<file path="src/rtl/bin_ceq_stim_gen.sv">
// Stimulus source for the binary case-equality block: 8 directed corner vectors then LFSR vectors.
// Optional X/Z injection on random vectors is compiled in with BIN_CEQ_STIM_XZ_EN.
module bin_ceq_stim_gen #(
  parameter int unsigned NUM_VECTORS = 256,
  parameter logic [31:0] SEED        = 32'hACE1_2015
) (
  input  logic         clk,
  input  logic         rst,
  input  logic         start,
  output logic         busy,
  output logic         out_valid,
  input  logic         out_ready,
  output logic [127:0] out_data,
  output logic [15:0]  vec_index,
  output logic         done
);

  typedef enum logic [1:0] {IDLE, DIRECTED, RANDOM, DONE} state_t;

  localparam logic [31:0] SEED_EFF = (SEED == 32'h0) ? 32'h1 : SEED;
  localparam logic [15:0] LAST_IDX = 16'(NUM_VECTORS - 1);
  localparam logic [31:0] TAPS     = 32'h8020_0003;

  state_t        state, state_n;
  logic          valid_n, busy_n, done_n, xfer;
  logic [127:0]  data_n;
  logic [15:0]   idx_n;
  logic [31:0]   lfsr, lfsr_n;

  // Fields packed as {a9, a4, a1, b9, b6, b2}.
  function automatic logic [30:0] dvec(input logic [2:0] i);
    logic [30:0] v;
    v = '0;
    case (i)
      3'd0: v = {9'h000, 4'h0, 1'b0, 9'h000, 6'h00, 2'h0};
      3'd1: v = {9'h1FF, 4'hF, 1'b1, 9'h1FF, 6'h3F, 2'h3};
      3'd2: v = {9'h0AA, 4'h5, 1'b1, 9'h0AA, 6'h05, 2'h1};
      3'd3: v = {9'h1FF, 4'h8, 1'b1, 9'h0FF, 6'h38, 2'h3};
      3'd4: v = {9'h100, 4'h7, 1'b0, 9'h000, 6'h07, 2'h2};
      3'd5: v = {9'h1FF, 4'hF, 1'b0, 9'h1FE, 6'h3F, 2'h0};
      3'd6: v = {9'h001, 4'h1, 1'b1, 9'h001, 6'h01, 2'h1};
      default: v = {9'h155, 4'hA, 1'b0, 9'h0AA, 6'h15, 2'h1};
    endcase
    return v;
  endfunction

  function automatic logic [31:0] lfsr_step(input logic [31:0] l);
    return (l >> 1) ^ (l[0] ? TAPS : 32'h0);
  endfunction

`ifdef BIN_CEQ_STIM_XZ_EN
  function automatic logic [30:0] inject(input logic [31:0] l);
    logic [30:0] r;
    r = l[30:0];
    for (int unsigned i = 0; i < 31; i++)
      if (l[31] ^ l[i % 31]) r[i] = l[0] ? 1'bz : 1'bx;
    return r;
  endfunction
`endif

  assign xfer = out_valid && out_ready;

  always_comb begin
    state_n = state;
    valid_n = out_valid;
    data_n  = out_data;
    idx_n   = vec_index;
    busy_n  = busy;
    done_n  = done;
    lfsr_n  = lfsr;
    unique case (state)
      IDLE, DONE: begin
        if (start) begin
          if (NUM_VECTORS == 0) begin
            state_n = DONE;
            done_n  = 1'b1;
          end else begin
            state_n = DIRECTED;
            lfsr_n  = SEED_EFF;
            idx_n   = '0;
            valid_n = 1'b1;
            busy_n  = 1'b1;
            done_n  = 1'b0;
            data_n  = {97'b0, dvec(3'd0)};
          end
        end
      end
      DIRECTED, RANDOM: begin
        if (xfer) begin
          if (state == RANDOM) lfsr_n = lfsr_step(lfsr);
          if (vec_index == LAST_IDX) begin
            state_n = DONE;
            valid_n = 1'b0;
            busy_n  = 1'b0;
            done_n  = 1'b1;
          end else begin
            idx_n = vec_index + 16'd1;
            if (state == DIRECTED && vec_index != 16'd7) begin
              data_n = {97'b0, dvec(idx_n[2:0])};
            end else begin
              // First random vector uses the unstepped seed; later ones the stepped LFSR.
              state_n = RANDOM;
              data_n  = {97'b0, lfsr_n[30:0]};
`ifdef BIN_CEQ_STIM_XZ_EN
              if (idx_n[1:0] == 2'b11) data_n[30:0] = inject(lfsr_n);
`endif
            end
          end
        end
      end
    endcase
  end

  always_ff @(posedge clk) begin
    if (rst) begin
      state     <= IDLE;
      out_valid <= 1'b0;
      out_data  <= '0;
      vec_index <= '0;
      busy      <= 1'b0;
      done      <= 1'b0;
      lfsr      <= 32'h1;
    end else begin
      state     <= state_n;
      out_valid <= valid_n;
      out_data  <= data_n;
      vec_index <= idx_n;
      busy      <= busy_n;
      done      <= done_n;
      lfsr      <= lfsr_n;
    end
  end

endmodule
</file>
<file path="config.mk">
export PLATFORM = sky130hd
export DESIGN_NAME = bin_ceq_stim_gen
export DESIGN_NICKNAME = d
export VERILOG_FILES = /design/src/rtl/bin_ceq_stim_gen.sv
export SDC_FILE = /design/constraint.sdc
export NUM_CORES = 1
export LEC_CHECK = 0
export CAP_MARGIN = 20
export CORE_MARGIN = 5
export CORE_UTILIZATION = 35
export DETAILED_ROUTE_END_ITERATION = 10
export HOLD_SLACK_MARGIN = 0.02
export PLACE_DENSITY_LB_ADDON = 0.05
export RECOVER_POWER = 50
export SLEW_MARGIN = 20
export SYNTH_ARGS = -nofsm -noshare
export SYNTH_HDL_FRONTEND = slang
export SYNTH_SLANG_ARGS = --single-unit
</file>
<file path="constraint.sdc">
create_clock -name clk -period 2.7 [get_ports clk]
set_input_delay 0.81 -clock clk [delete_from_list [all_inputs] [get_ports clk]]
set_output_delay 0.81 -clock clk [all_outputs]
set_load 0.02 [all_outputs]
</file>
Word level (Yosys, flattened, before mapping)
Index checks and enable logic that the tools add are counted.
{"block": "totals", "regBits": 180, "out_inout_bits": 147, "elab_cells": 65}
{"block": "op_classes", "addsub": 1, "n_eq_ne": 17, "mux": 28, "bitwise": 1, "reduce_logical": 11}
{"cell": "$mux 128", "count": 3}
{"cell": "$pmux 128 s2", "count": 1}
{"cell": "$pmux 31 s7", "count": 1}
{"cell": "$mux 32", "count": 4}
{"cell": "$pmux 32 s2", "count": 1}
{"cell": "$mux 16", "count": 3}
{"cell": "$pmux 16 s2", "count": 1}
{"cell": "$xor 31x32->32", "count": 1}
{"cell": "$mux 31", "count": 1}
{"cell": "$add 16x1->16 const B", "count": 1}
{"cell": "$eq 16x8->1 const B", "count": 1}
{"cell": "$ne 16x3->1 const B", "count": 1}
{"cell": "$reduce_and 3->1", "count": 4}
{"cell": "$ne 2x2->1 const B", "count": 5}
{"cell": "$eq 3x3->1 const B", "count": 3}
{"cell": "$mux 2", "count": 4}
{"cell": "$eq 3x2->1 const B", "count": 2}
{"cell": "$mux 1", "count": 6}
{"cell": "$eq 2x2->1 const B", "count": 2}
{"cell": "$pmux 1 s2", "count": 2}
{"cell": "$pmux 2 s2", "count": 1}
{"cell": "$reduce_or 2->1", "count": 2}
{"cell": "$eq 3x1->1 const B", "count": 1}
{"cell": "$logic_not 3->1", "count": 1}
{"cell": "5 further kinds", "count": 6}

Logic depth before layout (Yosys ltp)
{"block": "logic_depth", "word_depth": 7, "mapped_depth": 10}

Worst setup path after synthesis
OpenSTA, ideal clock, no wires.
{"block": "synth_path", "kind": "reg2reg", "start": "reg state[0]", "end": "reg vec_index[15]", "setup_time_ns": 0.071, "arrival_time_ns": 2.418, "t_required_ns": 2.629, "slack_ns": 0.211, "path_stages_with_launch": 10, "n_path_buf": 2, "period_less_slack_ns": 2.489, "cell_sequence": "dfxtp_1 -> inv_1 -> ha_1 -> clkbuf_1 -> nand3b_1 -> clkbuf_1 -> a211oi_1 -> o21ai_0 -> or4_1 -> a21oi_1"}
{"block": "synth_via", "elab_chain_len": 4}
{"item": "start, declared", "line": "24", "rtl": "state_t state, state_n;"}
{"item": "start signal, assigned", "line": "124", "rtl": "state <= state_n;"}
{"item": "$eq 2x2->1, or another cell as far along", "line": "71", "rtl": "unique case (state)"}
{"item": "$reduce_or 2->1", "line": "71"}
{"item": "$ne 2x2->1 (no line)"}
{"item": "$reduce_and 3->1 (no line)"}
{"item": "end signal, assigned", "line": "127", "rtl": "vec_index <= idx_n;"}
{"item": "end, declared", "line": "14", "rtl": "output logic [15:0] vec_index,"}
Several ways; a longest one is shown, not always the timed one.
A chain may end at the register's enable or synchronous reset.

Worst setup path after layout
{"block": "layout_path", "start": "reg vec_index[9]", "end": "reg out_data[18]"}
{"block": "layout_via", "elab_chain_len": 6}
{"item": "$ne 16x3->1", "line": "98", "rtl": "if (state == DIRECTED && vec_index != 16'd7) begin"}
{"item": "$logic_and 1x1->1", "line": "98"}
{"item": "$mux 31", "line": "98"}
{"item": "$mux 128", "line": "91", "rtl": "if (vec_index == LAST_IDX) begin"}
{"item": "$mux 128", "line": "89", "rtl": "if (xfer) begin"}
{"item": "$pmux 128 s2", "line": "71"}
{"item": "end signal, assigned", "line": "126", "rtl": "out_data <= data_n;"}
{"item": "end, declared", "line": "13", "rtl": "output logic [127:0] out_data,"}
Several ways; a longest one is shown, not always the timed one. The select of a mux whose other input is x is not followed.

==> out/metrics.csv <==
stage,metric,value,unit
clocking,CTS tree,built,
critical_path,critical path arrival,2.74,ns
drt,DR DRC count,0,
floorplanning,Ports,151,
critical_path,Critical Path End,out_data[18],
clocking,CTS H-Tree Depth,3,
power_and_ir_drop,leakage,2.24,nW
sta,worst slew pin tran,0.877,ns
sta,Max Slew Vio Count,0,
worst_hold_path,Hold WC Path Type,reg2reg,
synthesis,synth unique cells,50,
synthesis,dominant synthesized flop cell,dfxtp_1,
floorplanning,initial core utilization,35.7,%
critical_path,reg-to-reg endpoint,out_data[18],
power_and_ir_drop,PwrDens,587,nW/um^2
global_routing,vias in the first global route,3602,
layout,# nets final,638,
clocking,Post-CTS Setup Repair Bufs,0,
power_and_ir_drop,Design Power,3.24,mW
drt,Vias,3833,
synthesis,mapped cell area,4750,um^2
clocking,CTS clock-pin slew for the worst setup and hold paths,0.06,ns
drt,DRT Pass-1 Iters,4,
critical_path,worst reg2reg startpoint,vec_index[9],
synthesis,Synth Warn #,0,
layout,"commonest non-fill, non-tap cell in the layout",conb_1,
sta,final worst path period need,2.46,ns
drt,DRT iter0 DRCs,174,
drt,Antenna Nets Post-Route,0,
layout,synth-to-layout area growth,16.1,%
synthesis,"Seq/Total Area, Yosys",35.0,%
drt,vias per std cell,4.76,
sta,Max transition margin,41.5,%
placement,"worst slack, placed",0.0905,ns
drt,DR WL/cell,15.4,um
global_routing,largest net degree at the start of global routing,41,
clocking,Root Driver,clkbuf_16,
drt,final WL,12400,um
power_and_ir_drop,Worst VDD drop,0.446,mV
placement,GPL Wtd Cong,0.833,
placement,Detail Placement HPWL,9140,um
synthesis,"Avg Cell Area, Syn",8.30,um^2
sta,Final period util,91.0,%
clocking,CTS Buf Count,9,
global_routing,first-pass GRT wire length,19700,um
critical_path,Crit Path Class,reg2reg,
global_routing,met1 Usage GRT,20.4,%
power_and_ir_drop,Switch Pwr,0.984,mW
global_routing,global routing's busiest layer,met2,
clocking,Clock Sinks,83,
global_routing,GRT met2 Usage,24.4,%
critical_path,reg2reg path depth,5,
floorplanning,Chip Height,126,um
critical_path,critical path startpoint category,flip-flop,
sta,final setup violating endpoints,0,
power_and_ir_drop,sequential power share,40.4,%
sta,fmax,407,MHz
layout,Ant. Diodes,0,
clocking,clock buffer depth,2,
global_routing,initial antenna violation count,0,
critical_path,Worst EP required,2.98,ns
layout,fraction of layout cells with a size suffix above 1,10.2,%
power_and_ir_drop,Clk pwr share,40.1,%
floorplanning,die footprint,16000,um^2
global_routing,GRT overflow,0,
critical_path,worst-path fanout max,18,
clocking,cts hold-fix bufs,0,
synthesis,synthesized instance count,572,
synthesis,#FFs+latches synth,83,
placement,Port Buf Inserts,53,
synthesis,number of enable flip-flop cells after synthesis,0,
layout,"commonest non-fill, non-tap cells in the layout","conb_1, dfxtp_1, nand2_1, a21oi_1",
clocking,Worst-Skew Late Latency,0.34,ns
placement,placed cell areas,5230,um^2
floorplanning,CORE AREA,13300,um^2
sta,Final Hold Fails,0,
critical_path,Worst setup EP type,flip-flop,
power_and_ir_drop,Pint,2.25,mW
floorplanning,row count,42,
outcome,outcome,"finished, final reports clean",
power_and_ir_drop,combinational power share,19.5,%
power_and_ir_drop,Switching Share,30.4,%
sta,Worst Skew,0.00744,ns
global_routing,met3 Use GR,3.74,%
sta,setup tns final,0,ns
critical_path,worst setup path startpoint,vec_index[9],
synthesis,Post-synth ARST share,0,%
sta,fin worst setup slack,0.242,ns
layout,post-route cell area,5510,um^2
critical_path,r2r setup slk,0.24,ns
sta,RSZ-0062 raised after global routing,false,
flow_run,# Max-Cap Violations,0,
worst_hold_path,Hold Path Cell Cnt,2,
floorplanning,Die Wd,126,um
global_routing,GRT Overall Usage,15.4,%
==> worst min-delay path by stage <==
stage | from | to | slack (ns)
2_1_floorplan | lfsr[31] | lfsr[30] | 0.44
3_3_place_gp | out_data[29] | out_data[29] | 0.45
3_5_place_dp | out_data[26] | out_data[26] | 0.45
4_1_cts | out_data[26] | out_data[26] | 0.46
5_1_grt | out_data[2] | out_data[2] | 0.48
6_report | out_data[10] | out_data[10] | 0.46
==> cells in the mapped netlist, types with 3 or more instances <==
master | instances | area share (%)
a211oi_1 | 12 | 1.9
a21oi_1 | 43 | 4.5
a22o_1 | 12 | 2.2
a31oi_1 | 6 | 0.79
a32o_1 | 6 | 1.3
buf_1 | 4 | 0.32
buf_4 | 99 | 16
clkbuf_1 | 30 | 2.4
dfxtp_1 | 83 | 35
ha_1 | 7 | 1.8
inv_1 | 5 | 0.40
mux2_2 | 14 | 3.3
mux2i_1 | 17 | 3.6
nand2_1 | 56 | 4.4
nand3_1 | 23 | 2.4
nor2_1 | 36 | 2.8
nor3_1 | 22 | 2.3
o211ai_1 | 9 | 1.4
o21ai_0 | 30 | 3.2
or3_1 | 4 | 0.53
or4_4 | 3 | 0.71
xnor2_1 | 3 | 0.55
xor2_1 | 11 | 2.0
==> cell type report <==
cell class / instances / area [um^2]
Sequential cell: 83 / 1660
Fill cell: 1348 / 7780
Clock buffer: 9 / 225
Inverter: 5 / 18.8
Multi-Input combinational cell: 444 / 2530
Timing Repair Buffer: 84 / 773
Clock inverter: 5 / 78.8
Tap cell: 176 / 220
==> per-stage QoR <==
stage / hold slack [ns] / cells / utilization, %
floorplan: 0.441 / 668 / -
global placement: 0.450 / 792 / 39.4
detailed placement: 0.452 / 792 / 39.4
CTS: 0.465 / 806 / 41.6
global route: 0.477 / 806 / 41.5
finish: 0.456 / 806 / 41.5
==> routing by layer <==
layer / vias to the layer above / wire, um
met3: 9 / 748
met2: 113 / 5740
li1: 1917 / -
met1: 1794 / 5790
met5: - / 0
met4: 0 / 166
==> flip-flops by register name, summed over array words and instances (netlist names) <==
register,count
lfsr,32
out_data,31
vec_index,16
state,2
done,1
out_valid,1
==> power by group through the flow <==
| stage | Clock, mW | Sequential, mW | Combinational [mW] |
|---|---|---|---|
| finish | 1.30 | 1.31 | 0.632 |
| global route | 1.39 | 1.31 | 0.694 |
| CTS | 1.34 | 1.31 | 0.653 |
| detailed placement | 0 | 1.33 | 0.652 |
| global placement | 0 | 1.33 | 0.652 |
| floorplan | 0 | 1.34 | 0.557 |
==> worst max-delay path: stages (launching register included) <==
cell and delay (ns):
dfxtp_1 0.34, or4_1 0.62, or4_4 0.68, o21ai_4 0.16
and2b_2 0.39, a22o_1 0.19
==> logic make-up after synthesis <==
| family | share of synthesized area [%] |
|---|---|
| compound gates | 18.3 |
| xor+xnor | 2.58 |
| fa+ha+maj | 1.84 |
| buf+inv | 19.2 |
| flops | 35.0 |
| mux | 6.90 |
| other cells | 0.0790 |
| simple gates | 16.1 |
==> repair_timing <==
item / in CTS / in global routing
hold endpoints to repair: 0 / 0
resized for setup: 0 / 1
endpoints found under the setup margin: 0 / 13
Note: power is estimated with default switching activity, not from simulation.
==> RTL change, RTL diff (config.mk and constraints unchanged) <==
Make the reset (`rst`) asynchronous in one clocked block.
--- a/src/rtl/bin_ceq_stim_gen.sv
+++ b/src/rtl/bin_ceq_stim_gen.sv
@@ -113,3 +113,3 @@
 
-  always_ff @(posedge clk) begin
+  always_ff @(posedge clk or posedge rst) begin
     if (rst) begin
Behaviour: differs if rst is asserted again (counterexample within 4 cycles, from zero or initial values and one cycle with rst high); with rst held inactive, the same outputs for 4 cycles.
==> RTL change against the original RTL <==
- via count decreased by 2.0%
- cell area grew 5.5%
- maximum frequency decreased by 0.62%
- setup slack worse by 0.015 ns
- synthesized area increased by 6.6%
- clock skew grew 0.00077 ns
- sequential cell count unchanged
- sequential share of layout area increased by 5.6 points
- wire length is 1.3% lower
- die area is 6.1% higher
- highest routed layer unchanged
Power is not compared: it rests on default switching activity, and its combinational part moved more than twofold at a synthesized area within 25%.
==> RTL change: results (changes against the original RTL) <==
Parameter                              Value

Setup path
  Biggest fanout along the worst timing path    16 (-2)
  Worst EP arrival    2.69 ns (-0.05 ns)
  Capturing point of the worst reg2reg path    out_data[16]
  Maximum single-stage delay on the critical path    0.61 ns (-0.07 ns)
  Cell with the biggest individual delay on the critical path    or4_1
  Worst Reg-to-Reg Cells    6 (+1)
  Reg2Reg Launch Point    vec_index[12]
  CP top delay family    simple AND/OR/NAND/NOR gates
  Setup slack of the worst register-to-register path    0.23 ns (-0.02 ns)

Clock network
  Skew-Pair Late Insertion Delay    0.35 ns
  Buffers inserted during post-CTS setup optimization    0 (unchanged)
  Clock slew seen by the registers of the worst setup and hold paths    0.06 ns (about the same)
  Total clock buffers created by CTS    9 (unchanged)
  Resized Gates After CTS    0 (unchanged)
  Number of levels in the clock H-tree    3 (unchanged)
  Cell at the root of the clock tree    clkbuf_16

Synthesis
  Largest cells by area after synthesis    dfrtp_1 (41%), buf_4 (15%), nand3_1 (4.9%)
  Synth Warn #    0 (unchanged)
  Sequential area share after synthesis    41.0% (+6.0 points)
  Synth top cells by count    buf_4 (100), dfrtp_1 (82), nand3_1 (50), o21ai_0 (41), nand2_1 (28)
  Async set or reset register ratio after synthesis    100% (+100 points)
  Distinct cell type count after synthesis    48 (-4.0%)

Placed design
  DPL Wire Length    8.98 mm (-1.7%)
  Routability cong.    0.749 (-10%)
  IO Port Bufs    53 (unchanged)
  Worst Setup Slack post-DPL    0.107 ns (+0.0162 ns)
  Placed standard-cell area    5540 µm² (+5.8%)

Min path
  End point of the most critical hold path    out_data[24]
  Kind of path behind the tightest hold check    flop to flop
  Start point of the worst min-delay path    out_data[24]
  Hold Crit Depth    2 (unchanged)

Final layout
  Top reg by flops    lfsr
  Fraction of final layout cells with drive strength greater than 1    10.3% (+0.16 points)
  Number of diodes added for antenna fixing    0 (unchanged)
  Leading registers by flop count    lfsr: 32 flops, out_data: 31 flops, vec_index: 16 flops
  Post-layout net count    607 (-4.9%)

GRT
  GRT Overall Usage    14.6% (-0.79 points)
  Vias in the first global route    3564 (-1.1%)
  Pin count of the biggest net entering global routing    57 (+39%)
  Global-route wire length before repair    19.4 mm (-1.7%)
  Antenna violations before repair    0 (unchanged)

Route
  Number of search-and-repair iterations in the first detailed-routing pass    4 (unchanged)
  Per-cell via count in the routed design    4.78 (+0.61%)
  Wirelength, routed    12.3 mm (-1.3%)
  Number of design-rule violations left by the first detailed-router iteration    193 (+11%)

STA
  Worst clock skew on the final layout    0.00821 ns (+0.000768 ns)
  Headroom to the max-slew limit    31.1% (-10 points)

Outcome
  Run status    finished clean

Power and ir drop
  Leakage power figure    2.56 nW
[RTL change: cell count changes in the layout (fill, tap and decap cells not counted), moves of 13 or more]
cell / change
dfxtp_1: -83
dfrtp_1: +82
clkdlybuf4s50_1: +34
dlygate4sd3_1: -33
a21oi_1: -32
nand2_1: -28
nand3_1: +27
o31ai_1: +18
nor3_1: -13
[RTL change: worst register-to-register path, cell delays in order, from the launching register on]
cell and delay, ns:
dfrtp_1 0.41, or4_1 0.62, or4_4 0.60, nand2_2 0.17, buf_4 0.22, mux2i_1 0.24, o21ai_0 0.09
[RTL change: area by class of cell]
cell class	count	area, µm²
clock buffers	10	229
clock inverters	6	90.1
fillers	1466	8550
inverters	10	38.8
multi-input cells	415	2410
flip-flops and latches	83	2080
well taps	184	230
repair buffers	77	737
[RTL change: metal layers]
| layer | vias to the layer above | routed length, µm | GRT usage [%] |
|---|---|---|---|
| met5 | - | 0 | 0 |
| met4 | 0 | 197 | 6.05 |
| met3 | 11 | 744 | 2.78 |
| met2 | 129 | 5410 | 21.5 |
| met1 | 1808 | 5940 | 20.9 |
| li1 | 1808 | - | - |
[RTL change: worst max path at each step]
stage                  startpoint           end  slack, ns  cells after the start
CTS                 vec_index[12]  out_data[16]       0.19                      6
global placement    vec_index[12]  out_data[16]       0.22                      6
finish              vec_index[12]  out_data[16]       0.23                      6
detailed placement      out_ready     out_valid       0.11                      6
floorplan            vec_index[0]  out_data[11]       0.08                      7
global route                start  out_data[10]       0.12                      5
[RTL change: cell families (layout without fill, tap and decap cells)]
| logic type | after synthesis | count (layout) | share of synthesized area, % |
|---|---|---|---|
| and+or+nand+nor | 156 | 156 | 15.6 |
| adders and majority gates | 7 | 7 | 1.73 |
| DFF | 83 | 83 | 41.0 |
| buffers and inverters | 145 | 103 | 18.6 |
| muxes | 30 | 30 | 6.33 |
| xor gates and xnor gates | 15 | 15 | 2.59 |
| AOI/OAI and AO/OA | 110 | 110 | 14.0 |
| other | 1 | 97 | 0.0741 |
[RTL change: per-stage QoR]
stage	instances	hold slack (ns)	utilization [%]
final	785	0.499	40.5
after global routing	785	0.520	40.5
after CTS	785	0.509	40.8
after detailed placement	769	0.495	38.5
after global placement	769	0.488	38.5
after floorplan	643	0.476	-
[RTL change: power by group through the flow]
stage	combinational (mW)	sequential, mW	clock, mW
floorplan	2.23	2.09	0
global placement	3.46	1.92	0
detailed placement	3.47	1.93	0
CTS	3.48	1.91	1.38
global route	3.73	1.95	1.42
finish	3.40	1.90	1.33
